$ cat config.mk
export PLATFORM = sky130hd
export DESIGN_NAME = packed_array_wr_arbiter
export DESIGN_NICKNAME = d
export VERILOG_FILES = /design/src/rtl/packed_array_wr_arbiter.sv
export SDC_FILE = /design/constraint.sdc
export NUM_CORES = 1
export LEC_CHECK = 0
export BUFFER_PORTS_ARGS = -buffer_cell sky130_fd_sc_hd__buf_2
export CAP_MARGIN = 10
export CORE_MARGIN = 4
export CORE_UTILIZATION = 47
export CTS_BUF_LIST = sky130_fd_sc_hd__clkbuf_4
export DETAILED_ROUTE_END_ITERATION = 8
export MAX_ROUTING_LAYER = met4
export PLACE_DENSITY_LB_ADDON = 0.1
export SLEW_MARGIN = 40
export SYNTH_ARGS = -nofsm -noshare
export SYNTH_HDL_FRONTEND = slang
export SYNTH_SLANG_ARGS = --single-unit
$ cat constraint.sdc
create_clock -name clk -period 2.3 [get_ports clk]
set_input_delay 0.115 -clock clk [delete_from_list [all_inputs] [get_ports clk]]
set_output_delay 0.115 -clock clk [all_outputs]
set_load 0.05 [all_outputs]
$ cat src/rtl/packed_array_wr_arbiter.sv
// Round-robin write arbiter that owns a packed PLANES x ROWS x W register bank.
// Exports the whole bank plus a registered single-element read port.
module packed_array_wr_arbiter #(
  parameter int NREQ   = 4,
  parameter int PLANES = 2,
  parameter int ROWS   = 3,
  parameter int W      = 4,
  parameter logic [PLANES*ROWS*W-1:0] INIT = 24'h6E5_6E5,
  localparam int PW  = (PLANES > 1) ? $clog2(PLANES) : 1,
  localparam int RW  = (ROWS > 1) ? $clog2(ROWS) : 1,
  localparam int IDW = $clog2(NREQ)
) (
  input  logic                               clk,
  input  logic                               rst_n,
  input  logic                               lock,
  input  logic [NREQ-1:0]                    req_valid,
  output logic [NREQ-1:0]                    req_ready,
  input  logic [NREQ-1:0][PW-1:0]            req_plane,
  input  logic [NREQ-1:0][RW-1:0]            req_row,
  input  logic [NREQ-1:0][W-1:0]             req_data,
  output logic [PLANES-1:0][ROWS-1:0][W-1:0] mem,
  output logic                               wr_done,
  output logic [IDW-1:0]                     wr_id,
  output logic                               err_oob,
  input  logic [PW-1:0]                      rd_plane,
  input  logic [RW-1:0]                      rd_row,
  output logic [W-1:0]                       rd_data
);

  // Handshake: a request transfers in any cycle where req_valid[i] && req_ready[i];
  // a requester holds valid/plane/row/data stable until it sees ready, and ready
  // is derived only from valid, lock and rr_ptr (never from the payload).
  logic [IDW-1:0] rr_ptr;
  logic [IDW-1:0] grant_id;
  logic [IDW-1:0] next_ptr;
  logic           accept;
  logic [PW-1:0]  sel_plane;
  logic [RW-1:0]  sel_row;
  logic [W-1:0]   sel_data;
  logic           in_range;
  logic           rd_in_range;

  // Scan upward from rr_ptr with wrap; the first valid requester wins.
  // Grants are forced low while reset is asserted so nothing is offered mid-reset.
  always_comb begin
    int idx;
    idx       = 0;
    accept    = 1'b0;
    grant_id  = '0;
    req_ready = '0;
    if (rst_n && !lock) begin
      for (int k = 0; k < NREQ; k++) begin
        idx = (int'(rr_ptr) + k) % NREQ;
        if (!accept && req_valid[idx]) begin
          accept   = 1'b1;
          grant_id = IDW'(idx);
        end
      end
    end
    req_ready[grant_id] = accept;
  end

  assign sel_plane   = req_plane[grant_id];
  assign sel_row     = req_row[grant_id];
  assign sel_data    = req_data[grant_id];
  assign in_range    = (int'(sel_plane) < PLANES) && (int'(sel_row) < ROWS);
  assign rd_in_range = (int'(rd_plane) < PLANES) && (int'(rd_row) < ROWS);
  assign next_ptr    = (grant_id == IDW'(NREQ - 1)) ? '0 : grant_id + 1'b1;

  always_ff @(posedge clk or negedge rst_n) begin
    if (!rst_n) begin
      mem     <= INIT;
      rr_ptr  <= '0;
      wr_done <= 1'b0;
      err_oob <= 1'b0;
      wr_id   <= '0;
      rd_data <= '0;
    end else begin
      wr_done <= accept && in_range;
      err_oob <= accept && !in_range;
      if (accept) begin
        rr_ptr <= next_ptr;
      end
      if (accept && in_range) begin
        mem[sel_plane][sel_row] <= sel_data;
        wr_id                   <= grant_id;
      end
      // Reads see the bank before this cycle's commit.
      rd_data <= rd_in_range ? mem[rd_plane][rd_row] : '0;
    end
  end

endmodule
==> Yosys cells after proc, flatten, opt, wreduce, memory -nomap -nowiden <==
Cells that the tools add are included.
{ "totals": {"latch_bits": 0, "mem_bits_ro": 0, "word_cells": 94, "input_bits": 38, "memories": 0, "ram_bits": 0, "reg_bits": 34} }
{ "op_classes": {"mux": 43, "multipliers": 0, "n_eq_ne": 1, "shift": 0, "n_bitwise": 4, "n_lt_le_gt_ge": 14, "div_mod_pow": 0, "n_reduce_logical": 17, "add_sub_neg": 4} }
{ "op_table": {"columns": ["operator", "n"], "rows": [
  ["2-to-1 mux 12 bit", 3],
  ["bitwise mux 24 bit", 1],
  ["2-to-1 mux 1 bit", 17],
  ["binary-select mux 4 bit (select 2 bit)", 2],
  ["2-to-1 mux 4 bit", 4],
  ["2-to-1 mux 2 bit", 7],
  ["demux 12 bit (select 1 bit)", 1],
  ["< comparator 2 x 3 -> 1 bit (second input constant)", 4],
  ["< comparator 3 x 4 -> 1 bit (second input constant)", 3],
  ["binary-select mux 1 bit (select 2 bit)", 5],
  ["logical AND 1 bit", 9],
  ["demux 4 bit (select 2 bit)", 1],
  ["OR reduction 2 bit", 3],
  ["zero test 1 bit", 5],
  ["adder 2 x 1 -> 2 bit (second input constant)", 2],
  ["adder 2 bit (second input constant)", 2],
  ["AND 4 bit", 1],
  ["binary-select mux 2 bit (select 2 bit)", 1],
  ["greater-or-equal comparator 2 x 1 -> 1 bit (second input constant)", 2],
  ["< comparator 1 x 2 -> 1 bit (second input constant)", 2],
  ["< comparator 2 bit (second input constant)", 2],
  ["AND 1 bit (first input constant)", 3],
  ["demux 1 bit (select 2 bit)", 1],
  ["== test 2 bit (second input constant)", 1],
  ["greater-or-equal comparator 1 bit (second input constant)", 1]
]} }

==> Depth between registers and ports, before layout <==
{ "depth": {"ltp_word": 26, "ltp_mapped": 9} }

==> Worst setup path after synthesis <==
OpenSTA, ideal clock, no wires.
{ "synth_timing": {"kind": "reg-to-reg", "start": "register rr_ptr[1]", "end": "register mem[16] (netlist bit)", "setup_ps": 125, "stages_incl_launch_ff": 9, "n_path_buf": 1, "synth_period_minus_slack_ps": 2180, "arrival_ps": 2055, "path_slack_ps": 120, "path_cell_list": "dfrtp_1 -> nand2_1 -> a211o_1 -> o2111a_4 -> buf_6 -> mux2_4 -> and4_4 -> a21oi_4 -> mux2_2"} }
{ "synth_via": {"elab_chain_cells": 25} }
{ "synth_rtl": {"columns": ["element", "line_no", "rtl"], "rows": [
  ["start, declared", "33", "logic [IDW-1:0] rr_ptr;"],
  ["start signal, assigned", "82", "rr_ptr <= next_ptr;"],
  ["branches (longest 25 deep; another with adder 2 x 1 -> 2 bit)", null, null],
  ["end signal, assigned by index", "85", "mem[sel_plane][sel_row] <= sel_data;"],
  ["end, declared", "21", "output logic [PLANES-1:0][ROWS-1:0][W-1:0] mem,"]
]} }
Parallel ways; which one is timed is not known. The select of a mux whose other input is x is not followed.
A chain may end at the register's enable or synchronous reset.

==> Worst setup path in the final report <==
{ "layout_timing": {"start": "register rr_ptr[0]", "end": "register mem[20] (netlist bit)"} }
The elaborated chain is that of the path after synthesis.

==> out/results.tsv <==
stage	metric	value	unit
logic_synthesis	synth_cells	177	
grt	track_usage	0.184	
worst_setup_path	worstSetupEndpointType	flop	
grt	grt_max_degree	35	
logic_synthesis	yosysSeqAreaShare	0.397	
sta	holdWs	166	ps
sta	layout_min_cycle_time	2320	ps
final_layout	stdcell_count	325	
route	vias	1803	
grt	grt_pass1_wl	8620	um
logic_synthesis	synth-simple-area-share	0.113	
logic_synthesis	synth-compound-area-share	0.113	
placement	numPlacedInstances	310	
logic_synthesis	synth_xor_area_frac	0	
worst_setup_path	critPathLaunchType	flop	
final_layout	fill_cells	357	
worst_setup_path	crit_arrival	2540	ps
worst_setup_path	critPathMaxFanout	10	
min_path	worstHoldPathCells	3	
sta	finalSetupViolations	9	
logic_synthesis	netlist_area	0.00218	mm2
grt	antenna_found_initial	0	
placement	dp_hpwl	4040	um
logic_synthesis	syn_avg_cell_area	12.3	um2
worst_setup_path	rr_endpoint	mem[20]	
sta	relSlewSlack	0.492	
die	die_h	76.2	um
logic_synthesis	yosys.area.top_type	dfrtp_1	
die	core	0.00441	mm2
cts	cts_tree	yes	
logic_synthesis	yosys_warnings	0	
sta	rsz0062_at_grt	yes	
cts	htreeDepth	2	
logic_synthesis	synth-adder-area-share	0.0229	
final_layout	finish.utilization	0.683	
route	drt_pass1_iterations	4	
power	vdd_drop_max	775	uV
cts	insertion_delay	340	ps
sta	tns	-99.9	ps
power	leakagePower	1.39	nW
cts	root_buffer	clkbuf_4	
placement	port_buffers	73	
worst_setup_path	crit_required	2520	ps
route	routedWlPerCell	17.2	um
cts	cts_inserted_buffers	5	
placement	place_congestion	0.825	
worst_setup_path	r2r-start	rr_ptr[0]	
worst_setup_path	worst_path_max_delay_cell	dfrtp_1	
logic_synthesis	yosys_most_used_dff	dfrtp_1	
final_layout	diodes	0	
grt	grt_pass1_vias	1742	
route	drt_iter0_drc	91	
die	die_w	76.2	um
logic_synthesis	syn_nets	219	
min_path	hold_end	err_oob	
min_path	hp-start	lock	
die	fp-row-count	24	
final_layout	drive_gt1_frac	0.670	
final_layout	final_nets	314	
logic_synthesis	synth_edf_count	0	
final_layout	area_growth_syn_to_layout	38.0	%
cts	clock-sinks	34	
logic_synthesis	synth.distinct_cells	44	
worst_setup_path	cp_top_family	compound AO/OA/AOI/OAI gates	
outcome	violations	negative setup slack	
worst_setup_path	critPathKind	reg2reg	
sta	fin_skew	13.6	ps
final_layout	ff_latch_area	868	um2
logic_synthesis	synth.area.top_cells	dfrtp_1, dfstp_2, mux2_2	
sta	finalCritPeriodShare	1.01	
route	drc_errors	0	
cts	cts.clk_slew.worst_paths	110	ps
sta	slew_violations	0	
cts	cts_max_path_buffers	2	
outcome	outcome	complete, but fails checks	
sta	fin_ws	-24.2	ps
route	wl	5580	um
final_layout	final_common_cell	buf_2	
logic_synthesis	synthMuxAreaShare	0.312	
logic_synthesis	synth_top_family_by_area	multiplexers	
logic_synthesis	ys_seq_elements	34	
power	p_per_area	1140	mW/mm2
sta	worst_pin_slew	759	ps
job	drv_cap	0	
worst_setup_path	r2r_slack	-20	ps
die	die_area	0.00580	mm2
route	ant_nets	0	
worst_setup_path	max_stage_delay	460	ps
grt	grt.overflow.total	0	
sta	hold_violations	0	
sta	clock.fmax	0.430	GHz
final_layout	multi_input_area	0.00141	mm2
final_layout	final_cell_mix	buf_2, dfrtp_1, mux2_2	
logic_synthesis	synth_top_area_frac	0.229	
worst_setup_path	crit_path_cell_trace	nor2b_1, o21ai_1, and3_4, inv_8, nand2_1, a32oi_2, a2111oi_4, buf_4, mux2_4	
die	ios	74	
worst_setup_path	reg2reg_depth	9	
die	start_util	0.495	
worst_setup_path	crit_buf_inv	2	
min_path	hold_path_class	in2reg	
logic_synthesis	synthArstFlopShare	1.00	
route	viasPerCell	5.55	
power	total_power	3.45	mW
-- Yosys cell counts (2+ instances only) --
library cell,n
mux2_1,5
dfrtp_1,20
buf_2,2
ha_1,4
a21oi_1,3
mux4_2,4
inv_1,8
o22ai_1,4
and3_1,2
nor2_1,14
dfstp_2,14
and2_1,4
nand2_1,9
a21oi_2,2
mux2_4,5
buf_6,3
nor2b_1,4
mux2_2,24
nor3_1,3
mux2i_1,14
nand2b_1,4
mux2i_2,2
nand3_1,2
-- cells by family after synthesis --
| family | count (synthesis) |
|---|---|
| flip-flops | 34 |
| buffers and inverters | 15 |
| adder cells (fa/ha/maj) | 4 |
| multiplexers | 55 |
| AND/OR/NAND/NOR | 45 |
| AO/OA/AOI/OAI | 24 |
-- per-layer routing --
layer	wire, um	track usage
met3	350	0.0508
met1	2440	0.243
met5	0	-
met2	2770	0.286
met4	20	0.0367
-- worst min-delay path, cell delays in order --
cell	delay (ps)
buf_2	80
nand2b_1	200
nor3_1	80
-- what timing repair did --
| item | in CTS | in global routing |
|---|---|---|
| endpoints found under the setup margin | 8 | 28 |
| buffers inserted | 0 | 4 |
| resized for setup | 1 | 52 |
| pin swaps | 2 | 4 |
| gates cloned | 0 | 2 |
| hold buffers | 1 | 1 |
| endpoints found under the hold margin | 20 | 1 |
-- state kept, by name, indices dropped and copies added (netlist names) --
register	count
wr_done	1
err_oob	1
wr_id	2
rr_ptr	2
rd_data	4
mem	24
-- how the worst max path moves through the flow --
stage                          from  endpoint  slack, ps  cells past startpoint
after floorplan           rr_ptr[1]   mem[16]        120                      8
final                     rr_ptr[0]   mem[20]        -20                      9
after detailed placement  rr_ptr[0]   mem[20]        -30                      8
after global placement    rr_ptr[0]   mem[23]       -0.2                      8
after global routing      rr_ptr[0]   mem[20]       -120                      9
after CTS                 rr_ptr[0]    mem[4]          9                      8
-- metrics by stage --
| stage | setup WS [ps] | instance area, um2 |
|---|---|---|
| after detailed placement | -34.8 | 2670 |
| after global routing | -116 | 3020 |
| after global placement | -0.247 | 2670 |
| final | -24.2 | 3020 |
| after floorplan | 120 | 2180 |
| after CTS | 8.57 | 2740 |
-- power breakdown --
group	internal [mW]	switching (mW)
Combinational	0.647	1.34
Sequential	0.946	0.196
Clock	0.114	0.208
Total	1.71	1.75
-- area by class of cell --
cell class | count | share of cell area
clock buffer | 5 | 0.0124
clock inverter | 3 | 0.00539
sequential | 34 | 0.288
multi-input combinational | 129 | 0.468
inverter | 9 | 0.0137
timing repair buffer | 93 | 0.190
tap | 52 | 0.0216
Power figures use the tool's default switching activity.
